$ cat config.mk
export PLATFORM = sky130hd
export DESIGN_NAME = oup_hex_display_flat
export DESIGN_NICKNAME = d
export VERILOG_FILES = /design/src/rtl/oup_hex_pkg.sv /design/src/rtl/oup_hex_display_if.sv /design/src/rtl/oup_hex_decode.sv /design/src/rtl/oup_hex_display.sv /design/src/flat_wrapper.sv
export SDC_FILE = /design/constraint.sdc
export NUM_CORES = 1
export LEC_CHECK = 0
export ABC_CLOCK_PERIOD_IN_PS = 3100
export BUFFER_PORTS_ARGS = -buffer_cell sky130_fd_sc_hd__clkbuf_2
export CORE_ASPECT_RATIO = 2
export CORE_MARGIN = 4
export CORE_UTILIZATION = 42
export DETAILED_ROUTE_END_ITERATION = 12
export GPL_TIMING_DRIVEN = 0
export HOLD_SLACK_MARGIN = 0.02
export PLACE_DENSITY_LB_ADDON = 0.25
export SETUP_SLACK_MARGIN = 0.1
export SLEW_MARGIN = 5
export SYNTH_ARGS = -nofsm -noshare
export SYNTH_HDL_FRONTEND = slang
export SYNTH_SLANG_ARGS = --single-unit
$ cat constraint.sdc
create_clock -name clk_sys_i -period 3.1 [get_ports clk_sys_i]
set_input_delay 0.31 -clock clk_sys_i [delete_from_list [all_inputs] [get_ports clk_sys_i]]
set_output_delay 0.31 -clock clk_sys_i [all_outputs]
set_load 0.05 [all_outputs]
$ cat src/rtl/oup_hex_pkg.sv
// Shared definitions for the HEX0-HEX5 display slave: register map, CTRL field
// positions and the seven-segment glyph table.
package oup_hex_pkg;

    typedef logic [7:0] seg_t;

    localparam int NUM_DIGITS = 6;

    localparam logic [2:0] REG_CTRL   = 3'd0;
    localparam logic [2:0] REG_VALUE  = 3'd1;
    localparam logic [2:0] REG_RAW_LO = 3'd2;
    localparam logic [2:0] REG_RAW_HI = 3'd3;
    localparam logic [2:0] REG_STATUS = 3'd4;

    localparam int CTRL_EN_BIT    = 0;
    localparam int CTRL_RAW_BIT   = 1;
    localparam int CTRL_BLINK_LSB = 8;
    localparam int CTRL_DP_LSB    = 16;

    localparam logic [31:0] CTRL_MASK = 32'h003F_3F03;

    // Active-high {dp,g,f,e,d,c,b,a}; dp is always off here.
    function automatic seg_t hex_seg(input logic [3:0] nib);
        seg_t s;
        case (nib)
            4'h0: s = 8'h3F;
            4'h1: s = 8'h06;
            4'h2: s = 8'h5B;
            4'h3: s = 8'h4F;
            4'h4: s = 8'h66;
            4'h5: s = 8'h6D;
            4'h6: s = 8'h7D;
            4'h7: s = 8'h07;
            4'h8: s = 8'h7F;
            4'h9: s = 8'h6F;
            4'hA: s = 8'h77;
            4'hB: s = 8'h7C;
            4'hC: s = 8'h39;
            4'hD: s = 8'h5E;
            4'hE: s = 8'h79;
            default: s = 8'h71;
        endcase
        return s;
    endfunction

endpackage

$ cat src/rtl/oup_hex_display_if.sv
// Wishbone classic bus bundle between the NEORV32 external bus and the display slave.
interface oup_hex_display_if;
    logic        wb_cyc_i;
    logic        wb_stb_i;
    logic        wb_we_i;
    logic [31:0] wb_adr_i;
    logic [3:0]  wb_sel_i;
    logic [31:0] wb_dat_i;
    logic [31:0] wb_dat_o;
    logic        wb_ack_o;
    logic        wb_err_o;

    modport slave (
        input  wb_cyc_i, wb_stb_i, wb_we_i, wb_adr_i, wb_sel_i, wb_dat_i,
        output wb_dat_o, wb_ack_o, wb_err_o
    );

    modport master (
        output wb_cyc_i, wb_stb_i, wb_we_i, wb_adr_i, wb_sel_i, wb_dat_i,
        input  wb_dat_o, wb_ack_o, wb_err_o
    );
endinterface

$ cat src/rtl/oup_hex_decode.sv
// Combinational nibble to seven-segment glyph (active-high, dp clear).
module oup_hex_decode
    import oup_hex_pkg::*;
(
    input  logic [3:0] nib_i,
    output seg_t       seg_o
);
    assign seg_o = hex_seg(nib_i);
endmodule

$ cat src/rtl/oup_hex_display.sv
// Wishbone classic slave driving the six DE10-Lite seven-segment displays with
// hex/raw modes, per-digit blink and decimal-point masks, active-low outputs.
module oup_hex_display
    import oup_hex_pkg::*;
#(
    parameter int CLK_HZ   = 50_000_000,
    parameter int BLINK_HZ = 2
) (
    input  logic                 clk_sys_i,
    input  logic                 rst_i,
    oup_hex_display_if.slave     wb,
    output logic [5:0][7:0]      hex_o
);
    localparam int HALF  = CLK_HZ / (2 * BLINK_HZ);
    localparam int CNT_W = $clog2(HALF);
    localparam logic [CNT_W-1:0] CNT_LAST = CNT_W'(HALF - 1);

    logic [31:0]      ctrl_q, ctrl_d;
    logic [23:0]      value_q, value_d;
    logic [31:0]      raw_lo_q, raw_lo_d;
    logic [15:0]      raw_hi_q, raw_hi_d;
    logic [CNT_W-1:0] cnt_q, cnt_d;
    logic             phase_q, phase_d;
    logic             ack_q, ack_d;
    logic             err_q, err_d;
    logic [31:0]      dat_q, dat_d;
    logic [5:0][7:0]  hex_q, hex_d;

    seg_t [5:0]       glyph;
    logic [47:0]      raw_all;
    logic [2:0]       idx;
    logic             req;
    logic [31:0]      rdata;
    logic             adr_unused;

    function automatic logic [31:0] merge_lanes(input logic [31:0] old_v,
                                                input logic [31:0] new_v,
                                                input logic [3:0]  sel);
        logic [31:0] r;
        for (int b = 0; b < 4; b++) begin
            r[8*b +: 8] = sel[b] ? new_v[8*b +: 8] : old_v[8*b +: 8];
        end
        return r;
    endfunction

    for (genvar d = 0; d < NUM_DIGITS; d++) begin : g_dec
        oup_hex_decode u_dec (
            .nib_i (value_q[4*d +: 4]),
            .seg_o (glyph[d])
        );
    end

    assign idx        = wb.wb_adr_i[4:2];
    assign adr_unused = ^{wb.wb_adr_i[31:5], wb.wb_adr_i[1:0]};
    assign req        = wb.wb_cyc_i & wb.wb_stb_i & ~ack_q & ~err_q;
    assign raw_all    = {raw_hi_q, raw_lo_q};

    always_comb begin
        rdata = 32'h0;
        case (idx)
            REG_CTRL:   rdata = ctrl_q;
            REG_VALUE:  rdata = {8'h00, value_q};
            REG_RAW_LO: rdata = raw_lo_q;
            REG_RAW_HI: rdata = {16'h0000, raw_hi_q};
            REG_STATUS: rdata = {31'h0, phase_q};
            default:    rdata = 32'h0;
        endcase
    end

    always_comb begin
        ctrl_d   = ctrl_q;
        value_d  = value_q;
        raw_lo_d = raw_lo_q;
        raw_hi_d = raw_hi_q;
        ack_d    = 1'b0;
        err_d    = 1'b0;
        dat_d    = 32'h0;
        phase_d  = phase_q;
        cnt_d    = cnt_q + 1'b1;

        if (cnt_q == CNT_LAST) begin
            cnt_d   = '0;
            phase_d = ~phase_q;
        end

        if (req) begin
            if (idx <= REG_STATUS) begin
                ack_d = 1'b1;
                if (wb.wb_we_i) begin
                    case (idx)
                        REG_CTRL:   ctrl_d   = merge_lanes(ctrl_q, wb.wb_dat_i, wb.wb_sel_i) & CTRL_MASK;
                        REG_VALUE:  value_d  = merge_lanes({8'h00, value_q}, wb.wb_dat_i, wb.wb_sel_i) & 32'h00FF_FFFF;
                        REG_RAW_LO: raw_lo_d = merge_lanes(raw_lo_q, wb.wb_dat_i, wb.wb_sel_i);
                        REG_RAW_HI: raw_hi_d = merge_lanes({16'h0000, raw_hi_q}, wb.wb_dat_i, wb.wb_sel_i) & 32'h0000_FFFF;
                        default: ;
                    endcase
                end else begin
                    dat_d = rdata;
                end
            end else begin
                err_d = 1'b1;
            end
        end

        // Segment outputs are built from the registered state, so they trail a write by one cycle.
        for (int d = 0; d < NUM_DIGITS; d++) begin
            if (ctrl_q[CTRL_RAW_BIT]) begin
                hex_d[d] = ~raw_all[8*d +: 8];
            end else begin
                hex_d[d] = ~{ctrl_q[CTRL_DP_LSB + d], glyph[d][6:0]};
            end
            if (!ctrl_q[CTRL_EN_BIT] || (ctrl_q[CTRL_BLINK_LSB + d] && phase_q)) begin
                hex_d[d] = 8'hFF;
            end
        end
    end

    always_ff @(posedge clk_sys_i) begin
        if (rst_i) begin
            ctrl_q   <= '0;
            value_q  <= '0;
            raw_lo_q <= '0;
            raw_hi_q <= '0;
            cnt_q    <= '0;
            phase_q  <= 1'b0;
            ack_q    <= 1'b0;
            err_q    <= 1'b0;
            dat_q    <= '0;
            hex_q    <= {NUM_DIGITS{8'hFF}};
        end else begin
            ctrl_q   <= ctrl_d;
            value_q  <= value_d;
            raw_lo_q <= raw_lo_d;
            raw_hi_q <= raw_hi_d;
            cnt_q    <= cnt_d;
            phase_q  <= phase_d;
            ack_q    <= ack_d;
            err_q    <= err_d;
            dat_q    <= dat_d;
            hex_q    <= hex_d;
        end
    end

    assign wb.wb_ack_o = ack_q;
    assign wb.wb_err_o = err_q;
    assign wb.wb_dat_o = dat_q;
    assign hex_o       = hex_q;

endmodule

$ cat src/flat_wrapper.sv
// flat-port wrapper written by rule: the top's interface ports become plain ports
module oup_hex_display_flat import oup_hex_pkg::*;
#(
    parameter int CLK_HZ   = 50_000_000,
    parameter int BLINK_HZ = 2
)
  (clk_sys_i, rst_i, hex_o, wb_wb_cyc_i, wb_wb_stb_i, wb_wb_we_i, wb_wb_adr_i, wb_wb_sel_i, wb_wb_dat_i, wb_wb_dat_o, wb_wb_ack_o, wb_wb_err_o);
  oup_hex_display_if wb_i ();
  input  logic clk_sys_i;
  input  logic rst_i;
  output logic [5:0][7:0] hex_o;
  input wire logic [$bits(wb_i.wb_cyc_i)-1:0] wb_wb_cyc_i;
  input wire logic [$bits(wb_i.wb_stb_i)-1:0] wb_wb_stb_i;
  input wire logic [$bits(wb_i.wb_we_i)-1:0] wb_wb_we_i;
  input wire logic [$bits(wb_i.wb_adr_i)-1:0] wb_wb_adr_i;
  input wire logic [$bits(wb_i.wb_sel_i)-1:0] wb_wb_sel_i;
  input wire logic [$bits(wb_i.wb_dat_i)-1:0] wb_wb_dat_i;
  output wire logic [$bits(wb_i.wb_dat_o)-1:0] wb_wb_dat_o;
  output wire logic [$bits(wb_i.wb_ack_o)-1:0] wb_wb_ack_o;
  output wire logic [$bits(wb_i.wb_err_o)-1:0] wb_wb_err_o;
  assign wb_i.wb_cyc_i = wb_wb_cyc_i;
  assign wb_i.wb_stb_i = wb_wb_stb_i;
  assign wb_i.wb_we_i = wb_wb_we_i;
  assign wb_i.wb_adr_i = wb_wb_adr_i;
  assign wb_i.wb_sel_i = wb_wb_sel_i;
  assign wb_i.wb_dat_i = wb_wb_dat_i;
  assign wb_wb_dat_o = wb_i.wb_dat_o;
  assign wb_wb_ack_o = wb_i.wb_ack_o;
  assign wb_wb_err_o = wb_i.wb_err_o;
  oup_hex_display #(.CLK_HZ(CLK_HZ), .BLINK_HZ(BLINK_HZ)) u_core (.clk_sys_i(clk_sys_i), .rst_i(rst_i), .wb(wb_i), .hex_o(hex_o));
endmodule
# Word level (Yosys, flattened, before mapping)
# Memory sizes are Yosys's and may differ from the RTL's. A register that Yosys moved wholly into a read port is not among the register bits.
# Cells that the tools add are included.
[word_totals]
register_bits = 193
rom_bits = 672
inputBits = 73
out_inout_bits = 82
n_memories = 6
[mem_list]
columns = ["memory", "depth", "width", "read_ports", "rd_ports_with_merged_regs", "wr", "line_no", "rtl"]
rows = [
  ["(no name shown)", 16, 7, 1, 1, 0, "oup_hex_pkg.sv:25", "case (nib)"],
  ["(no name shown)", 16, 7, 1, 1, 0, "oup_hex_pkg.sv:25", ""],
  ["(no name shown)", 16, 7, 1, 1, 0, "oup_hex_pkg.sv:25", ""],
  ["(no name shown)", 16, 7, 1, 1, 0, "oup_hex_pkg.sv:25", ""],
  ["(no name shown)", 16, 7, 1, 1, 0, "oup_hex_pkg.sv:25", ""],
  ["(no name shown)", 16, 7, 1, 1, 0, "oup_hex_pkg.sv:25", ""],
]
[classes]
addsub = 1
order_cmp = 1
n_eq_ne = 5
mux = 21
n_bitwise = 20
reduce_logical = 35
[ops]
columns = ["cell", "count"]
rows = [
  ["$pmux W32 S5", 1],
  ["$not A8 Y8", 12],
  ["$reduce_and A5 Y1", 12],
  ["$mux W4", 12],
  ["$mux W8", 6],
  ["$add A24 B1 Y24 const B", 1],
  ["$eq A24 B24 Y1 const B", 1],
  ["$reduce_or A2 Y1", 8],
  ["$eq A3 B2 Y1 const B", 2],
  ["$logic_and A1 B1 Y1", 6],
  ["$logic_or A1 B1 Y1", 6],
  ["$not A1 Y1", 5],
  ["$reduce_or A4 Y1", 1],
  ["$and A1 B1 Y1", 3],
  ["$eq A3 B1 Y1 const B", 1],
  ["$eq A3 B3 Y1 const B", 1],
  ["$le A3 B3 Y1 const B", 1],
  ["$logic_not A3 Y1", 1],
  ["$mux W1", 2],
  ["$logic_not A1 Y1", 1],
]

# Longest topological paths before layout
# Gate-level depths: netlist (run 1).
[logic_depth]
ltp_word = 6
ltp_mapped = 12

# By module
# A second synthesis (run 1) with hierarchy kept.
[unflattened]
cells_unflattened = 948
hier_area_um2 = 9217.6
[by_module_without_submodules]
columns = ["module", "n_inst", "cells_each", "area_each_um2"]
rows = [
  ["oup_hex_display", 1, 738, 7420.9],
  ["oup_hex_decode at u_core.g_dec[1].u_dec ...", 3, 35, 301.5],
  ["oup_hex_decode at u_core.g_dec[0].u_dec ...", 2, 35, 299.0],
  ["oup_hex_decode at u_core.g_dec[4].u_dec", 1, 35, 294.0],
]

# Worst setup path before layout (run 1)
# Ideal clock, no wire load.
[synth_path]
path_type = "reg-to-reg"
start = "register u_core.err_q, in the netlist u_core.wb.wb_err_o"
end = "register, netlist name u_core.g_dec[0].u_dec.seg_o[3]"
setup_ns = 0.058
arrival_time_ns = 2.686
required_time_ns = 3.042
slack_ns = 0.357
stages_incl_launch_ff = 9
path_cell_list = "dfxtp_1 > nand4bb_4 > buf_6 > nor3_2 > mux2i_1 > inv_1 > ha_1 > mux4_2 > inv_1"
[synth_between]
elab_chain_cells = 5
[synth_rtl]
columns = ["item", "line_no", "rtl"]
rows = [
  ["start: declaration", "oup_hex_display.sv:25", "logic err_q, err_d;"],
  ["start signal: assignment", "oup_hex_display.sv:138", "err_q <= err_d;"],
  ["$not A1 Y1", "oup_hex_display.sv:55", "assign req = wb.wb_cyc_i & wb.wb_stb_i & ~ack_q & ~err_q;"],
  ["$and A1 B1 Y1", "oup_hex_display.sv:55", ""],
  ["$reduce_and A5 Y1 (no source line)", "n/a", ""],
  ["$mux W4 (no source line) (2 in a row)", "n/a", ""],
]
# No other way between the ends.
# A chain may end at the register's enable or synchronous reset.

# Worst setup path after layout (run 1)
[layout_path]
start = "input rst_i"
end = "register, netlist name u_core.g_dec[2].u_dec.seg_o[0]"
[layout_between]
elab_chain_cells = 1
[layout_rtl]
columns = ["item", "line_no", "rtl"]
rows = [
  ["start: declaration", "flat_wrapper.sv:10", "input logic rst_i;"],
  ["$mux W4 (no source line)", "n/a", ""],
]
# No other way between the ends.

==> qor.csv, run 1 <==
metric;value;unit
maximum VDD drop;0.000429;V
core box area;0.0251;mm2
worst setup path category;in2reg;
commonest cells after routing, fill and taps aside;dfxtp_1, nor2_1, clkbuf_2;
Yosys cell types;68;
commonest non-fill, non-tap cell in the layout;dfxtp_1;
Final Hold Vio Count;0;
First-pass DRT Iterations;5;
fmax;342;MHz
Internal;4.85;mW
worst setup margin;0.174;ns
CP Data Required Time;3.48;ns
CTS tree;yes;
CP most frequent cell;buf_2;
crit path max-delay cell type;buf_2;
Worst Min Path Start;wb_wb_dat_i[26];
largest net degree at the start of global routing;16;
CP delay by family, top;buffers and inverters;
Residual DRC;0;
IO buf count;124;
remaining antenna violation count;0;
area grow syn2layout;18.3;%
initial DRC count;523;
crit path max fanout;10;
H-tree Lvls;1;
GRT Util Overall;0.228;
R2R depth;8;
switch share;0.235;
GRT Residual Overflow;0;
Worst Setup SP;rst_i;
Worst Skew;0.0224;ns
IO Pins;155;
RSZ-0062 raised after global routing;yes;
CTS buffer count;23;
dpl hpwl;24.9;mm
status;finished clean;
MaxCap Viol Count;0;
LEAKAGE;5.32;nW
WHS Endpoint;u_core.raw_lo_q[26];
syn nets;1185;
antenna violations before repair;1;
Final nets;1341;
post-synthesis adder-cell area fraction;0.0500;
fin. max-slew vios;0;
compound-cell area share of the yosys netlist;0.102;
critical path cell sequence;clkbuf_2, buf_2, buf_2, buf_2, buf_2, buf_2, nor2_1, ha_1, inv_1, nor3_1, a221oi_1;
mux share of post-synthesis cell area;0.175;
CTS sink count;235;
Worst-Skew Late Latency;0.54;ns
clock network power share;0.470;
Startpoint Class;input pin;
FFs w/ async S/R, synth;0;
Seq pwr share;0.480;
Reg clk slew, reported paths;0.06;ns
EDFF count, synth;0;
post-synthesis simple-gate area fraction;0.167;
Setup TNS;0;ns
Chip Width;121;um
proportion of layout cells with a drive suffix above 1;0.253;
CP max stage delay;0.47;ns
r2r startpoint;u_core.wb.wb_err_o;
largest family of logic cells by synthesized area;multiplexers;
Setup WS pre-CTS;-0.321;ns
Syn Inst Count;1069;
Hold Crit Class;in2reg;
R2R Setup Slk;0.24;ns
Comb pwr share;0.050;
Syn Area/Cell;10.1;um2
Top FF cell, synth;dfxtp_1;
Post-Syn Area;0.0108;mm2
clk buf depth;3;
Critical path buffers and inverters;7;
Initial Util;0.428;
Psw;1.49;mW
#FFs+latches synth;235;
WL per Instance;20.7;um
XOR/XNOR Fraction of Synth Area;0.0187;
Final period util;0.944;
number of vias per cell;5.37;
gp weighted congestion;0.935;
height of the die;234;um
post-layout minimum cycle time;2.93;ns
sequential area share after synthesis;0.437;
end of the worst register-to-register path;u_core.g_dec[0].u_dec.seg_o[4];
hold path depth;3;
vias in the first global route;8643;
Vias;8476;
total die area;0.0284;mm2
WL final;32.8;mm
PD cells;497;mW/mm2
row cnt;82;
Setup-failing EPs final;0;
worst relative slew slack;0.315;
CTS root buf;clkbuf_16;
CP Capture Type;flip-flop;
Least-Margin Pin Slew;1.03;ns
critical path arrival;3.30;ns
Ys Warns;0;
first-pass GRT wire length;49.3;mm
cells in the mapped netlist, types with 14 or more instances:
| cell type | instances | area [um2] |
|---|---|---|
| nand4_1 | 25 | 156 |
| inv_1 | 65 | 244 |
| xnor2_1 | 18 | 158 |
| clkbuf_1 | 15 | 56.3 |
| nor2b_1 | 37 | 231 |
| a21oi_1 | 41 | 205 |
| a2bb2oi_1 | 14 | 123 |
| a22oi_1 | 14 | 105 |
| buf_2 | 26 | 130 |
| dfxtp_1 | 235 | 4700 |
| ha_1 | 43 | 538 |
| nor2_1 | 124 | 465 |
| mux2i_1 | 97 | 971 |
| mux2_2 | 53 | 597 |
| nand2_1 | 76 | 285 |
logic make-up after synthesis:
group	count (synthesis)
AND/OR/NAND/NOR	352
multiplexers	165
buffers and inverters	120
AO/OA/AOI/OAI	131
flip-flops	235
adder cells (fa/ha/maj)	43
XOR/XNOR	23
registers in the layout (all words and copies together), names as in the netlist:
name                      count
u_core.raw_lo_q              32
u_core.value_q               24
u_core.phase_q                1
u_core.g_dec.u_dec.seg_o     42
u_core.raw_hi_q              16
u_core.ctrl_q                14
u_core.cnt_q                 24
u_core.wb.wb_err_o            1
u_core.hex_o                 48
u_core.wb.wb_dat_o           32
u_core.wb.wb_ack_o            1
how the worst max path moves through the flow:
| stage | depth (start not counted) | slack, ns | endpoint |
|---|---|---|---|
| 2_1_floorplan | 8 | 0.36 | u_core.g_dec[0].u_dec.seg_o[3] |
| 3_3_place_gp | 11 | -0.30 | u_core.g_dec[2].u_dec.seg_o[0] |
| 3_5_place_dp | 11 | -0.32 | u_core.g_dec[2].u_dec.seg_o[0] |
| 4_1_cts | 11 | 0.18 | u_core.g_dec[3].u_dec.seg_o[4] |
| 5_1_grt | 11 | 0.07 | u_core.g_dec[3].u_dec.seg_o[4] |
| 6_report | 11 | 0.17 | u_core.g_dec[2].u_dec.seg_o[0] |
what timing repair did:
item | 4_1_cts | 5_1_grt
pin swaps | 0 | 0
resized for setup | 5 | 7
endpoints found under the hold margin | 7 | 0
hold buffers | 7 | 0
setup buffers | 0 | 0
endpoints found under the setup margin | 8 | 5
worst min-delay path, cell delays in order:
cell and delay (ns):
clkbuf_2 0.08, nand2_1 0.08, a21oi_1 0.06
cell type report:
| type | count | area [um2] |
|---|---|---|
| diodes | 1 | 2.50 |
| plain buffers | 52 | 288 |
| clock inverters | 14 | 166 |
| well taps | 336 | 420 |
| inverters | 68 | 258 |
| multi-input cells | 714 | 5580 |
| repair buffers | 131 | 691 |
| clock buffers | 28 | 634 |
| flip-flops and latches | 235 | 4700 |
| fillers | 2354 | 12400 |
per-layer routing:
| layer | vias up | track usage | part of all wire | wire length, um |
|---|---|---|---|---|
| met1 | 4057 | 0.229 | 0.34 | 11200 |
| met2 | 285 | 0.438 | 0.54 | 17700 |
| met5 | - | 0 | 0 | 0 |
| met3 | 107 | 0.0325 | 0.054 | 1770 |
| met4 | 0 | 0.133 | 0.062 | 2040 |
| li1 | 4027 | - | - | - |
stage by stage:
step / power, mW / hold WS, ns / std cells / cell area, um2 / util
after floorplan: 3.27 / 0.389 / 1069 / 10800 / -
after global placement: 3.41 / 0.441 / 1529 / 11800 / 0.470
after detailed placement: 3.41 / 0.451 / 1529 / 11800 / 0.470
after CTS: 6.38 / 0.0462 / 1578 / 12700 / 0.506
after global routing: 6.54 / 0.0831 / 1578 / 12700 / 0.507
final: 6.33 / 0.0447 / 1579 / 12700 / 0.507
power by group through the flow:
stage          clock (mW)  combinational [mW]  sequential [mW]
2_1_floorplan           0               0.160             3.11
3_5_place_dp            0               0.299             3.11
5_1_grt              3.17               0.330             3.04
3_3_place_gp            0               0.299             3.11
4_1_cts              3.04               0.309             3.04
6_report             2.98               0.315             3.04
(Power assumes the default switching activity.)
==> run 2: changes to the inputs <==
--- a/config.mk
+++ b/config.mk
@@ -7,14 +7,15 @@
 export LEC_CHECK = 0
 export ABC_CLOCK_PERIOD_IN_PS = 3100
 export BUFFER_PORTS_ARGS = -buffer_cell sky130_fd_sc_hd__clkbuf_2
-export CORE_ASPECT_RATIO = 2
 export CORE_MARGIN = 4
 export CORE_UTILIZATION = 42
+export CTS_BUF_LIST = sky130_fd_sc_hd__clkbuf_8 sky130_fd_sc_hd__clkbuf_16
 export DETAILED_ROUTE_END_ITERATION = 12
 export GPL_TIMING_DRIVEN = 0
 export HOLD_SLACK_MARGIN = 0.02
 export PLACE_DENSITY_LB_ADDON = 0.25
 export SETUP_SLACK_MARGIN = 0.1
+export SKIP_LAST_GASP = 1
 export SLEW_MARGIN = 5
 export SYNTH_ARGS = -nofsm -noshare
 export SYNTH_HDL_FRONTEND = slang
==> run 2 against run 1 <==
Routed wire length fell by 4.3%. Maximum frequency up 1.8%. Critical path depth did not move. Critical endpoint is now u_core.g_dec[4].u_dec.seg_o[4]. Highest routed layer is now met5. Worst hold slack got worse by 0.0016 ns. Setup slack gained 0.052 ns.
==> qor.csv, run 2 (same netlist as run 1, synthesis figures left out) <==
metric;value;unit;change
status;finished clean;;unchanged
First-pass DRT Iterations;5;;unchanged
critical path arrival;3.32;ns;was 3.30 ns
Placed Instances;1523;;was 1529
Final Power;6.58;mW;was 6.33 mW
CTS sink count;235;;unchanged
CTS root buf;clkbuf_16;;unchanged
crit path to;u_core.g_dec[4].u_dec.seg_o[4];;was u_core.g_dec[2].u_dec.seg_o[0]
commonest cells after routing, fill and taps aside;dfxtp_1, clkbuf_2, nor2_1;;was dfxtp_1, nor2_1, clkbuf_2
Setup-failing EPs final;0;;unchanged
remaining antenna violation count;0;;unchanged
GRT Residual Overflow;0;;unchanged
Worst-Skew Late Latency;0.53;ns;was 0.54 ns
dpl hpwl;22.6;mm;was 24.9 mm
max reg flops;48;;unchanged
antenna violations before repair;1;;unchanged
fin. max-slew vios;0;;unchanged
Startpoint Class;input pin;;unchanged
Vias;8406;;was 8476
H-tree Lvls;1;;unchanged
Hold Crit Class;in2reg;;unchanged
Chip Width;168;um;was 121 um
first-pass GRT wire length;47.8;mm;was 49.3 mm
CP most frequent cell;buf_2;;unchanged
critical path cell sequence;clkbuf_2, buf_2, buf_2, buf_2, buf_2, buf_2, nor2_1, ha_1, a211oi_1, a211oi_1, a21oi_1;;was clkbuf_2, buf_2, buf_2, buf_2, buf_2, buf_2, nor2_1, ha_1, inv_1, nor3_1, a221oi_1
RSZ-0062 raised after global routing;yes;;unchanged
Setup Fix Bufs, Post-CTS;0;;unchanged
CTS tree;yes;;unchanged
Non-Filler Instances;1577;;was 1579
gp weighted congestion;0.907;;was 0.935
Final nets;1344;;was 1341
R2R Setup Slk;0.28;ns;was 0.24 ns
Worst Setup SP;rst_i;;unchanged
worst setup path category;in2reg;;unchanged
WL per Instance;19.9;um;was 20.7 um
WL final;31.3;mm;was 32.8 mm
R2R depth;10;;was 8
IO Pins;155;;unchanged
MaxCap Viol Count;0;;unchanged
largest net degree at the start of global routing;14;;was 16
Final Hold Vio Count;0;;unchanged
crit path max-delay cell type;buf_2;;unchanged
CP max stage delay;0.48;ns;was 0.47 ns
area grow syn2layout;19.4;%;was 18.3%
Reg clk slew, reported paths;0.06;ns;about the same
Filler cells;2310;;was 2354
total die area;0.0283;mm2;was 0.0284 mm2
core box area;0.0252;mm2;was 0.0251 mm2
Util after Layout;0.511;;was 0.507
crit path max fanout;10;;unchanged
# diodes;0;;was 1
initial DRC count;578;;was 523
IO buf count;124;;unchanged
proportion of layout cells with a drive suffix above 1;0.257;;was 0.253
LEAKAGE;5.40;nW;was 5.32 nW
CTS buffer count;26;;was 23
vias in the first global route;8241;;was 8643
worst relative slew slack;0.348;;was 0.315
Final period util;0.927;;was 0.944
r2r startpoint;u_core.wb.wb_err_o;;unchanged
clk buf depth;3;;unchanged
row cnt;58;;was 82
Least-Margin Pin Slew;0.978;ns;was 1.03 ns
Residual DRC;0;;unchanged
CP Data Required Time;3.54;ns;was 3.48 ns
CP Capture Type;flip-flop;;unchanged
maximum VDD drop;0.000405;V;was 0.000429 V
commonest non-fill, non-tap cell in the layout;dfxtp_1;;unchanged
end of the worst register-to-register path;u_core.g_dec[0].u_dec.seg_o[4];;unchanged
Initial Util;0.428;;about the same
post-layout minimum cycle time;2.87;ns;was 2.93 ns
PD cells;511;mW/mm2;was 497 mW/mm2
number of vias per cell;5.33;;was 5.37
fmax;348;MHz;was 342 MHz
height of the die;168;um;was 234 um
GRT Util Overall;0.214;;was 0.228
Worst Skew;0.0120;ns;was 0.0224 ns
[run 2: metrics by stage]
step	TNS, ns	hold slack [ns]	setup WS [ns]	area (um2)
final	0	0.0431	0.226	12900
after detailed placement	-2.29	0.448	-0.293	11800
after global placement	-1.87	0.441	-0.232	11800
after floorplan	0	0.389	0.357	10800
after CTS	0	0.0233	0.0127	12800
after global routing	0	0.0295	0.0947	12900
[run 2: worst min path at each step]
stage	start	end	depth (start not counted)
detailed placement	u_core.cnt_q[0]	u_core.cnt_q[0]	1
finish	wb_wb_dat_i[31]	u_core.raw_lo_q[31]	3
floorplan	wb_wb_we_i	u_core.wb.wb_dat_o[0]	1
global route	wb_wb_dat_i[31]	u_core.raw_lo_q[31]	3
CTS	wb_wb_dat_i[31]	u_core.raw_lo_q[31]	3
global placement	u_core.cnt_q[0]	u_core.cnt_q[0]	1
[run 2: power breakdown]
group	internal (mW)	leakage, nW	switching (mW)
logic	0.0985	3.04	0.218
registers	3.03	1.90	0.00861
clock network	1.98	0.463	1.24
total	5.11	5.40	1.47
[run 2: final cells by class]
type	instances	area (um2)	area share
repair buffers	131	691	0.0537
well taps	330	413	0.0321
inverters	68	258	0.0200
clock buffers	37	813	0.0632
multi-input cells	714	5590	0.434
clock inverters	10	104	0.00807
flip-flops and latches	235	4700	0.366
plain buffers	52	292	0.0227
[run 2: worst max-delay path: cells and delay by family]
kind | cells | cell delay, ns
fa+ha+maj | 1 | 0.28
buf+inv | 6 | 2.03
compound gates | 3 | 0.58
simple gates | 1 | 0.10
[run 2: layer usage]
metal / share of wire / track usage / up-vias
met5: 0.00038 / 0 / -
met4: 0.031 / 0.0702 / 2
met3: 0.078 / 0.0359 / 70
met2: 0.45 / 0.339 / 351
met1: 0.44 / 0.300 / 3943
li1: - / - / 4040
[run 2: what timing repair did]
action                                 CTS  global route
pin swaps                                0             1
resized for setup                        3            14
setup endpoints to repair                5            11
endpoints found under the hold margin    7             0
hold buffers                             7             0
==> run 3: changes to the inputs <==
--- a/config.mk
+++ b/config.mk
@@ -5,7 +5,7 @@
 export SDC_FILE = /design/constraint.sdc
 export NUM_CORES = 1
 export LEC_CHECK = 0
-export ABC_CLOCK_PERIOD_IN_PS = 3100
+export ABC_CLOCK_PERIOD_IN_PS = 3700
 export BUFFER_PORTS_ARGS = -buffer_cell sky130_fd_sc_hd__clkbuf_2
 export CORE_MARGIN = 4
 export CORE_UTILIZATION = 42
@@ -14,6 +14,7 @@
 export GPL_TIMING_DRIVEN = 0
 export HOLD_SLACK_MARGIN = 0.02
 export PLACE_DENSITY_LB_ADDON = 0.25
+export REMOVE_ABC_BUFFERS = 1
 export SETUP_SLACK_MARGIN = 0.1
 export SKIP_LAST_GASP = 1
 export SLEW_MARGIN = 5
==> constraint.sdc (replaced) <==
create_clock -name clk_sys_i -period 3.7 [get_ports clk_sys_i]
set_input_delay 0.37 -clock clk_sys_i [delete_from_list [all_inputs] [get_ports clk_sys_i]]
set_output_delay 0.37 -clock clk_sys_i [all_outputs]
set_load 0.05 [all_outputs]
==> run 3 against run 2 <==
Via count is 4.2% lower. Combinational power is 31% lower. Die area stayed put. Sequential share of layout area is 0.87 points higher. First-iteration DRC count is 12% lower. Total power is 18% lower. Count of clock-buffer cells in the layout is 4 lower. Cell area is 2.3% lower. Routed wire length is 14% lower. Sequential power is 16% lower. Non-clock buffer count is 49 lower. Sequential cell count stayed put.
==> qor.csv, run 3 (same netlist as run 1, synthesis figures left out) <==
metric;value;unit;change
Worst-Skew Late Latency;0.52;ns;was 0.53 ns
Vias;8055;;was 8406
antenna violations before repair;0;;was 1
CTS buffer count;26;;unchanged
fmax;297;MHz;
CTS tree;yes;;unchanged
Worst Skew;0.0180;ns;was 0.0120 ns
Reg clk slew, reported paths;0.06;ns;about the same
sequential standard cell area;0.00471;mm2;was 0.00470 mm2
r2r startpoint;u_core.wb.wb_err_o;;unchanged
dpl hpwl;18.9;mm;was 22.6 mm
PD cells;429;mW/mm2;was 511 mW/mm2
# diodes;0;;unchanged
post-layout minimum cycle time;3.37;ns;
row cnt;58;;unchanged
Final Hold Vio Count;0;;unchanged
Residual DRC;0;;unchanged
Setup WS pre-CTS;-0.866;ns;was -0.293 ns
Filler cells;2374;;was 2310
height of the die;168;um;unchanged
IO Pins;155;;unchanged
worst setup path category;reg2reg;;was in2reg
WL final;27.1;mm;was 31.3 mm
CP Capture Type;flip-flop;;unchanged
multi-input logic area;0.00556;mm2;was 0.00559 mm2
clk buf depth;3;;unchanged
Initial Util;0.428;;unchanged
fin. max-slew vios;0;;unchanged
CTS sink count;235;;unchanged
first-pass GRT wire length;42.8;mm;was 47.8 mm
end of the worst register-to-register path;u_core.g_dec[3].u_dec.seg_o[4];;was u_core.g_dec[0].u_dec.seg_o[4]
gp weighted congestion;0.813;;was 0.907
First-pass DRT Iterations;5;;unchanged
RSZ-0062 raised after global routing;yes;;unchanged
area grow syn2layout;16.7;%;was 19.4%
worst relative slew slack;0.291;;was 0.348
Chip Width;168;um;unchanged
core box area;0.0252;mm2;unchanged
GRT Residual Overflow;0;;unchanged
Startpoint Class;flip-flop;;was input pin
IO buf count;125;;was 124
maximum VDD drop;0.000329;V;was 0.000405 V
Util after Layout;0.499;;was 0.511
Setup-failing EPs final;0;;unchanged
R2R depth;7;;was 10
crit path max fanout;23;;was 10
worst setup margin;0.330;ns;was 0.226 ns
commonest cells after routing, fill and taps aside;dfxtp_1, nor2_1, clkbuf_2;;was dfxtp_1, clkbuf_2, nor2_1
CP Data Required Time;4.07;ns;was 3.54 ns
WL per Instance;17.7;um;was 19.9 um
Final period util;0.911;;
remaining antenna violation count;0;;unchanged
Placed Instances;1476;;was 1523
CTS root buf;clkbuf_16;;unchanged
total die area;0.0283;mm2;unchanged
Least-Margin Pin Slew;1.05;ns;was 0.978 ns
vias in the first global route;7882;;was 8241
GRT Util Overall;0.185;;was 0.214
R2R Setup Slk;0.33;ns;was 0.28 ns
initial DRC count;509;;was 578
proportion of layout cells with a drive suffix above 1;0.243;;was 0.257
crit path to;u_core.g_dec[3].u_dec.seg_o[4];;was u_core.g_dec[4].u_dec.seg_o[4]
Final nets;1295;;was 1344
Final Power;5.39;mW;was 6.58 mW
largest net degree at the start of global routing;85;;was 14
max reg flops;48;;unchanged
CTS Hold Bufs;0;;was 7
status;finished clean;;unchanged
Worst Setup SP;u_core.wb.wb_err_o;;was rst_i
Worst Min Path Start;wb_wb_dat_i[27];;was wb_wb_dat_i[31]
critical path arrival;3.74;ns;was 3.32 ns
MaxCap Viol Count;0;;unchanged
LEAKAGE;5.22;nW;was 5.40 nW
Non-Filler Instances;1528;;was 1577
Hold Crit Class;in2reg;;unchanged
H-tree Lvls;1;;unchanged
number of vias per cell;5.27;;was 5.33
commonest non-fill, non-tap cell in the layout;dfxtp_1;;unchanged
-- run 3: where the power goes --
| part | leakage, nW | switching [mW] | internal (mW) |
|---|---|---|---|
| Clock | 0.436 | 1.04 | 1.58 |
| Sequential | 1.90 | 0.00763 | 2.54 |
| Combinational | 2.89 | 0.151 | 0.0681 |
| Total | 5.22 | 1.20 | 4.19 |
-- run 3: area by class of cell --
cell class / instances / area share
multi-input cells: 714 / 0.442
flip-flops and latches: 235 / 0.374
inverters: 68 / 0.0205
well taps: 330 / 0.0329
clock inverters: 14 / 0.0104
repair buffers: 134 / 0.0593
clock buffers: 33 / 0.0603
-- run 3: layer usage --
| layer | part of all wire | vias to the layer above | wire length, um | GRT usage |
|---|---|---|---|---|
| met1 | 0.47 | 3836 | 12800 | 0.258 |
| met3 | 0.059 | 43 | 1600 | 0.0350 |
| li1 | - | 3941 | - | - |
| met5 | 0 | - | 0 | 0 |
| met4 | 0.024 | 0 | 651 | 0.0522 |
| met2 | 0.45 | 235 | 12100 | 0.295 |
-- run 3: worst max-delay path: stages, from the launching register on --
cell and delay (ns):
dfxtp_1 0.31, nand4bb_4 0.63, nor3_4 0.61, mux2i_1 0.65, ha_1 0.38, mux2i_1 0.11
a2111oi_0 0.43, a21oi_1 0.09
-- run 3: worst min path at each step --
stage,end,slack (ns),cells past startpoint
finish,u_core.raw_lo_q[27],0.09,3
global route,u_core.raw_lo_q[25],0.08,3
CTS,u_core.raw_lo_q[25],0.06,3
detailed placement,u_core.cnt_q[0],0.45,1
global placement,u_core.cnt_q[0],0.44,1
floorplan,u_core.cnt_q[0],0.42,1
-- run 3: per-stage QoR --
step	hold WS, ns	area, um2	TNS [ns]
4_1_cts	0.0600	12500	0
3_3_place_gp	0.439	11500	-70.94
5_1_grt	0.0752	12600	0
2_1_floorplan	0.422	10500	0
6_report	0.0857	12600	0
3_5_place_dp	0.448	11600	-16.87
-- run 3: timing repair --
item / in CTS / in global routing
resized for setup: 1 / 2
pin swaps: 0 / 1
setup buffers: 0 / 5
setup endpoints to repair: 22 / 9
